[src/rtl/display_timings_pkg.sv]
// display_timings_pkg
// Shared types and constants for the raster timing generator.
//   region_t    : position of a coordinate within a line or frame
//   mode_e      : supported video modes
//   mode_t      : one full set of timing numbers for a mode
//   mode_params : mode_e -> mode_t lookup used to pick parameter sets
//   region_of   : classifies a coordinate into active/porch/sync
package display_timings_pkg;

  typedef enum logic [1:0] {
    REG_ACTIVE,
    REG_FRONT,
    REG_SYNC,
    REG_BACK
  } region_t;

  typedef enum logic [1:0] {
    MODE_640X480P60,
    MODE_800X600P60,
    MODE_1280X720P60,
    MODE_1920X1080P30
  } mode_e;

  typedef struct packed {
    int h_res;
    int h_fp;
    int h_sync;
    int h_bp;
    int v_res;
    int v_fp;
    int v_sync;
    int v_bp;
    bit h_pol;
    bit v_pol;
  } mode_t;

  // The VGA mode uses negative syncs; the VESA/CEA modes use positive syncs.
  function automatic mode_t mode_params(input mode_e mode);
    mode_t m;
    case (mode)
      MODE_800X600P60:   m = '{h_res: 800,  h_fp: 40,  h_sync: 128, h_bp: 88,
                               v_res: 600,  v_fp: 1,   v_sync: 4,   v_bp: 23,
                               h_pol: 1'b1, v_pol: 1'b1};
      MODE_1280X720P60:  m = '{h_res: 1280, h_fp: 110, h_sync: 40,  h_bp: 220,
                               v_res: 720,  v_fp: 5,   v_sync: 5,   v_bp: 20,
                               h_pol: 1'b1, v_pol: 1'b1};
      MODE_1920X1080P30: m = '{h_res: 1920, h_fp: 88,  h_sync: 44,  h_bp: 148,
                               v_res: 1080, v_fp: 4,   v_sync: 5,   v_bp: 36,
                               h_pol: 1'b1, v_pol: 1'b1};
      default:           m = '{h_res: 640,  h_fp: 16,  h_sync: 96,  h_bp: 48,
                               v_res: 480,  v_fp: 10,  v_sync: 2,   v_bp: 33,
                               h_pol: 1'b0, v_pol: 1'b0};
    endcase
    return m;
  endfunction

  localparam mode_t DEFAULT_MODE = mode_params(MODE_640X480P60);

  // Regions are laid out in order: active, front porch, sync, back porch.
  function automatic region_t region_of(input int pos, input int res,
                                        input int fp, input int sync);
    region_t r;
    if (pos < res)                  r = REG_ACTIVE;
    else if (pos < res + fp)        r = REG_FRONT;
    else if (pos < res + fp + sync) r = REG_SYNC;
    else                            r = REG_BACK;
    return r;
  endfunction

endpackage

[src/rtl/display_timings.sv]
// display_timings
// Raster timing generator feeding the DVI TMDS encoders.
// Ports:
//   i_clk   : pixel clock, all logic on the rising edge
//   i_rst   : synchronous active-high reset
//   o_sx    : horizontal position, 0..H_TOTAL-1
//   o_sy    : vertical position, 0..V_TOTAL-1
//   o_de    : high while the position is in the active picture
//   o_hs    : horizontal sync, active level H_POL
//   o_vs    : vertical sync, active level V_POL, changes only at sx==0
//   o_line  : one-cycle pulse at the start of each line
//   o_frame : one-cycle pulse at the start of each frame
module display_timings
  import display_timings_pkg::*;
#(
  parameter int H_RES  = DEFAULT_MODE.h_res,
  parameter int H_FP   = DEFAULT_MODE.h_fp,
  parameter int H_SYNC = DEFAULT_MODE.h_sync,
  parameter int H_BP   = DEFAULT_MODE.h_bp,
  parameter int V_RES  = DEFAULT_MODE.v_res,
  parameter int V_FP   = DEFAULT_MODE.v_fp,
  parameter int V_SYNC = DEFAULT_MODE.v_sync,
  parameter int V_BP   = DEFAULT_MODE.v_bp,
  parameter bit H_POL  = DEFAULT_MODE.h_pol,
  parameter bit V_POL  = DEFAULT_MODE.v_pol,
  parameter int CORDW  = 16
) (
  input  logic             i_clk,
  input  logic             i_rst,
  output logic [CORDW-1:0] o_sx,
  output logic [CORDW-1:0] o_sy,
  output logic             o_de,
  output logic             o_hs,
  output logic             o_vs,
  output logic             o_line,
  output logic             o_frame
);

  localparam int H_TOTAL = H_RES + H_FP + H_SYNC + H_BP;
  localparam int V_TOTAL = V_RES + V_FP + V_SYNC + V_BP;

  localparam logic [CORDW-1:0] SX_LAST = CORDW'(H_TOTAL - 1);
  localparam logic [CORDW-1:0] SY_LAST = CORDW'(V_TOTAL - 1);

  // Both counters must fit without wrapping early.
  if ((H_TOTAL - 1) >= (2 ** CORDW) || (V_TOTAL - 1) >= (2 ** CORDW)) begin : g_width_check
    $error("display_timings: CORDW too narrow for the selected mode");
  end

  logic [CORDW-1:0] sx_next;
  logic [CORDW-1:0] sy_next;
  region_t          h_region;
  region_t          v_region;
  logic             de_next;
  logic             hs_next;
  logic             vs_next;
  logic             line_next;
  logic             frame_next;

  // Next position. Reset parks the counters on the last pixel of the frame,
  // so the first step after release lands exactly on (0,0).
  always_comb begin
    sx_next = o_sx + 1'b1;
    sy_next = o_sy;
    if (o_sx == SX_LAST) begin
      sx_next = '0;
      sy_next = (o_sy == SY_LAST) ? '0 : o_sy + 1'b1;
    end
  end

  // Decode the position about to be shown, so that after the register
  // stage every flag lines up with the coordinates on the same cycle.
  always_comb begin
    h_region   = region_of(int'(sx_next), H_RES, H_FP, H_SYNC);
    v_region   = region_of(int'(sy_next), V_RES, V_FP, V_SYNC);
    de_next    = (h_region == REG_ACTIVE) && (v_region == REG_ACTIVE);
    hs_next    = (h_region == REG_SYNC) ? H_POL : ~H_POL;
    vs_next    = (v_region == REG_SYNC) ? V_POL : ~V_POL;
    line_next  = (sx_next == '0);
    frame_next = (sx_next == '0) && (sy_next == '0);
  end

  // Everything is registered together; reset abandons the current position
  // and forces syncs inactive so no partial pulse survives.
  always_ff @(posedge i_clk) begin
    if (i_rst) begin
      o_sx    <= SX_LAST;
      o_sy    <= SY_LAST;
      o_de    <= 1'b0;
      o_hs    <= ~H_POL;
      o_vs    <= ~V_POL;
      o_line  <= 1'b0;
      o_frame <= 1'b0;
    end else begin
      o_sx    <= sx_next;
      o_sy    <= sy_next;
      o_de    <= de_next;
      o_hs    <= hs_next;
      o_vs    <= vs_next;
      o_line  <= line_next;
      o_frame <= frame_next;
    end
  end

endmodule

[config.mk]
export PLATFORM = sky130hd
export DESIGN_NAME = display_timings
export DESIGN_NICKNAME = d
export VERILOG_FILES = /design/src/rtl/display_timings_pkg.sv /design/src/rtl/display_timings.sv
export SDC_FILE = /design/constraint.sdc
export NUM_CORES = 1
export LEC_CHECK = 0
export CELL_PAD_IN_SITES_DETAIL_PLACEMENT = 0
export CELL_PAD_IN_SITES_GLOBAL_PLACEMENT = 1
export CORE_ASPECT_RATIO = 1.2
export CORE_MARGIN = 5
export CORE_UTILIZATION = 35
export DETAILED_ROUTE_END_ITERATION = 6
export GPL_TIMING_DRIVEN = 1
export PLACE_DENSITY_LB_ADDON = 0.15
export SLEW_MARGIN = 10
export SYNTH_ARGS = -nofsm -noshare
export SYNTH_HDL_FRONTEND = slang
export SYNTH_SLANG_ARGS = --single-unit
[constraint.sdc]
create_clock -name i_clk -period 6.3 [get_ports i_clk]
set_input_delay 0.63 -clock i_clk [delete_from_list [all_inputs] [get_ports i_clk]]
set_output_delay 0.63 -clock i_clk [all_outputs]
set_load 0.005 [all_outputs]
==> results.md <==
* Status: finished, final reports clean
* Sw Pwr at 0.488 mW
* Syn_nets at 300
* Clk_skew at 4.41 ps
* Top cell type by total area after synthesis: dfxtp_1
* Synth Area in Compound Gates at 0.160
* Slew @ Worst Pin at ~900 ps
* Register-to-register setup slack at approximately 3200 ps
* #FFs+latches synth at 37
* DRC at 0
* Int Pwr at 0.663 mW
* Clk buf depth at 2
* Grt ovf at 0
* Top post-synthesis cells by count: dfxtp_1 (37), nand2_1 (30), nand3_1 (23)
* Post-synthesis adder-cell area fraction at 0.0158
* Mapped cell area at around 0.0024 mm^2
* Number of placement rows at 33
* Clock slew at reported path FFs at about 80 ps
* Worst Hold Endpoint: o_sy[15]
* Fin crit share at 0.497
* Root Buffer: clkbuf_8
* CTS Sinks at 37
* Crit Path Max Fanout at 10
* Cells after synthesis at 295
* Mux contribution to synthesized area at 0
* First-pass GRT wire length at approximately 11000 um
* Worst IR Drop VDD at 0.193 mV
* Register share of total power at 0.301
* Prevailing post-synth register cell: dfxtp_1
* Pwr/cell area at 405 mW/mm^2
* Area of the multi-input gates at between 0.001 and 0.0015 mm^2
* WL/cell at about 17 um
* Final worst slack at about 3200 ps
* Critical path arrival at ~3300 ps
* Post-layout util at 0.423
* Worst setup path start: o_sx[0]
* Final Total Pwr at about 1.2 mW
* Sw Ratio at 0.424
* RR Endpoint: o_vs
* # Max-Cap Violations at 0
* Startpoint types: register
* Clock latency on the worst-skew pair at 290 ps
* Max-slew violations at 0
* Area contributors post-synth: dfxtp_1 (31%), nand3_1 (4.8%), nand2_1 (4.7%)
* Post-cts resize count at 0
* Number of synthesis warnings at 0
* Simple-Gate Fraction of Synth Area at 0.351
* Hold crit path type: register to register
* Syn_area_per_cell at ~8 um^2
* CTS buffer count at 5
* 1st-iter DRT viols at 133
* Final Cell Area at 0.00284 mm^2
* Setup TNS at 0 ps
* XOR/XNOR share of the synthesized area at 0.0810
* Starting density of the core at 0.353
* Die Area at 0.00855 mm^2
* Hold WS at 549 ps
* TritonCTS clock tree: built
* Post-CTS Setup Bufs at 0
* Tmin final at ~3100 ps
* Unique masters post-synth at 48
* Layout area overhead at 19.6%
* Most numerous cell in the Yosys netlist: dfxtp_1
* H-tree Lvls at 2
* Vias in the first global route at roughly 2200
* Routed wire length at just under 7000 um
* EDFF count, synth at 0
* Dpl cells at approximately 400
* Critical Path RT at 6470 ps
* Overall die height at around 100 um
* Place WS at 3180 ps
* CTS Hold Buffers Added at 0
* Post-DP HPWL at approximately 4900 um
* Slew margin rel. at 0.411
* Setup violators final at 0
* ANT cells at 0
* Antenna-violating nets left at 0
* TritonRoute pass-1 iters at 4
* Share of cells above drive strength 1 at 0.0535
* Synth async-reset ratio at 0
* Register-to-Register Path Depth at 8
* Via density at about 5.6
* Largest net degree at the start of global routing at 22
* Sequential Area at between 700 and 800 um^2
* Sequential fraction of the synthesis area at 0.311
* Placed Area at 0.00271 mm^2
* Fillcell total at roughly 700
* Share of power burned in combinational logic at 0.479
* Clk pwr share at 0.220
* Core outline area at 0.00673 mm^2
* Hold Crit Start: o_sy[15]
* Horiz. Die Dim at ~85 um
* Ports at 39
* RSZ-0062 raised after global routing: false
* Hold Path Depth at 2
* Port bufs at 38
* Crit. End Element: register
* Hold Vio Cnt, Final at 0
* Setup Crit Path Kind: register to register
* GPL Wtd Cong at roughly 0.78
* Non-filler instance count after layout at ~410
* Fmax at 319 MHz
* Static leakage at around 0.98 nW
* Synth top area share at 0.311
* Main combinational cell family by area after synthesis: simple AND/OR/NAND/NOR gates
* Initial antenna violation count at 0
* Fin nets at about 320
* R2r startpoint: o_sx[0]
* Via count at 2280
* Overall Global Routing Usage at 0.164
worst max path at each step:
stage                       to  slack [ps]
final                     o_vs        3170
after global routing      o_vs        2950
after CTS                 o_vs        3180
after detailed placement  o_vs        3180
after global placement    o_vs        3180
after floorplan           o_vs        3660
critical path, cell delays in order (launching register included):
cell and delay (ps):
dfxtp_1 460, ha_1 300, and3_1 350, and3b_1 230, nand4_2 290, o31ai_1 430
nand2_1 80, or3_1 340, or4_1 520
state kept, by name, indices dropped and copies added (netlist names):
| register | flops |
|---|---|
| o_hs | 1 |
| o_sx | 16 |
| o_de | 1 |
| o_vs | 1 |
| o_frame | 1 |
| o_line | 1 |
| o_sy | 16 |
cell usage in the layout, fill, tap and decap left out, types with 10 or more instances in the layout:
| master | n |
|---|---|
| nand3_1 | 23 |
| nand2_1 | 30 |
| dfxtp_1 | 37 |
| nor3_1 | 12 |
| clkdlybuf4s50_1 | 38 |
| o21ai_0 | 19 |
| xor2_1 | 12 |
| a21oi_1 | 16 |
| xnor2_1 | 10 |
| nor2_1 | 17 |
| and3_1 | 10 |
routing by layer:
metal  vias to the layer above  GRT usage  part of all wire
met5                         -          0                 0
met4                         0     0.0585             0.018
met3                        11     0.0271             0.042
met2                        60      0.279              0.49
met1                      1086      0.209              0.45
li1                       1123          -                 -
final cells by class:
class / instances / share of cell area
well taps: 87 / 0.0383
multi-input cells: 227 / 0.509
inverters: 8 / 0.0106
repair buffers: 38 / 0.134
flip-flops and latches: 37 / 0.260
clock inverters: 3 / 0.0242
clock buffers: 5 / 0.0242
power by group through the flow:
stage          Clock [mW]  Sequential [mW]  Combinational (mW)
2_1_floorplan           0            0.317               0.432
3_3_place_gp            0            0.351               0.552
3_5_place_dp            0            0.350               0.551
4_1_cts             0.261            0.346               0.554
5_1_grt             0.270            0.357               0.611
6_report            0.253            0.347               0.551
kinds of logic (layout without fill, tap and decap cells):
logic type	after synthesis	after routing
AOI/OAI and AO/OA	61	61
buffers and inverters	31	54
adders and majority gates	3	3
xor gates and xnor gates	22	22
and+or+nand+nor	141	141
DFF	37	37
Power figures use the tool's default switching activity.
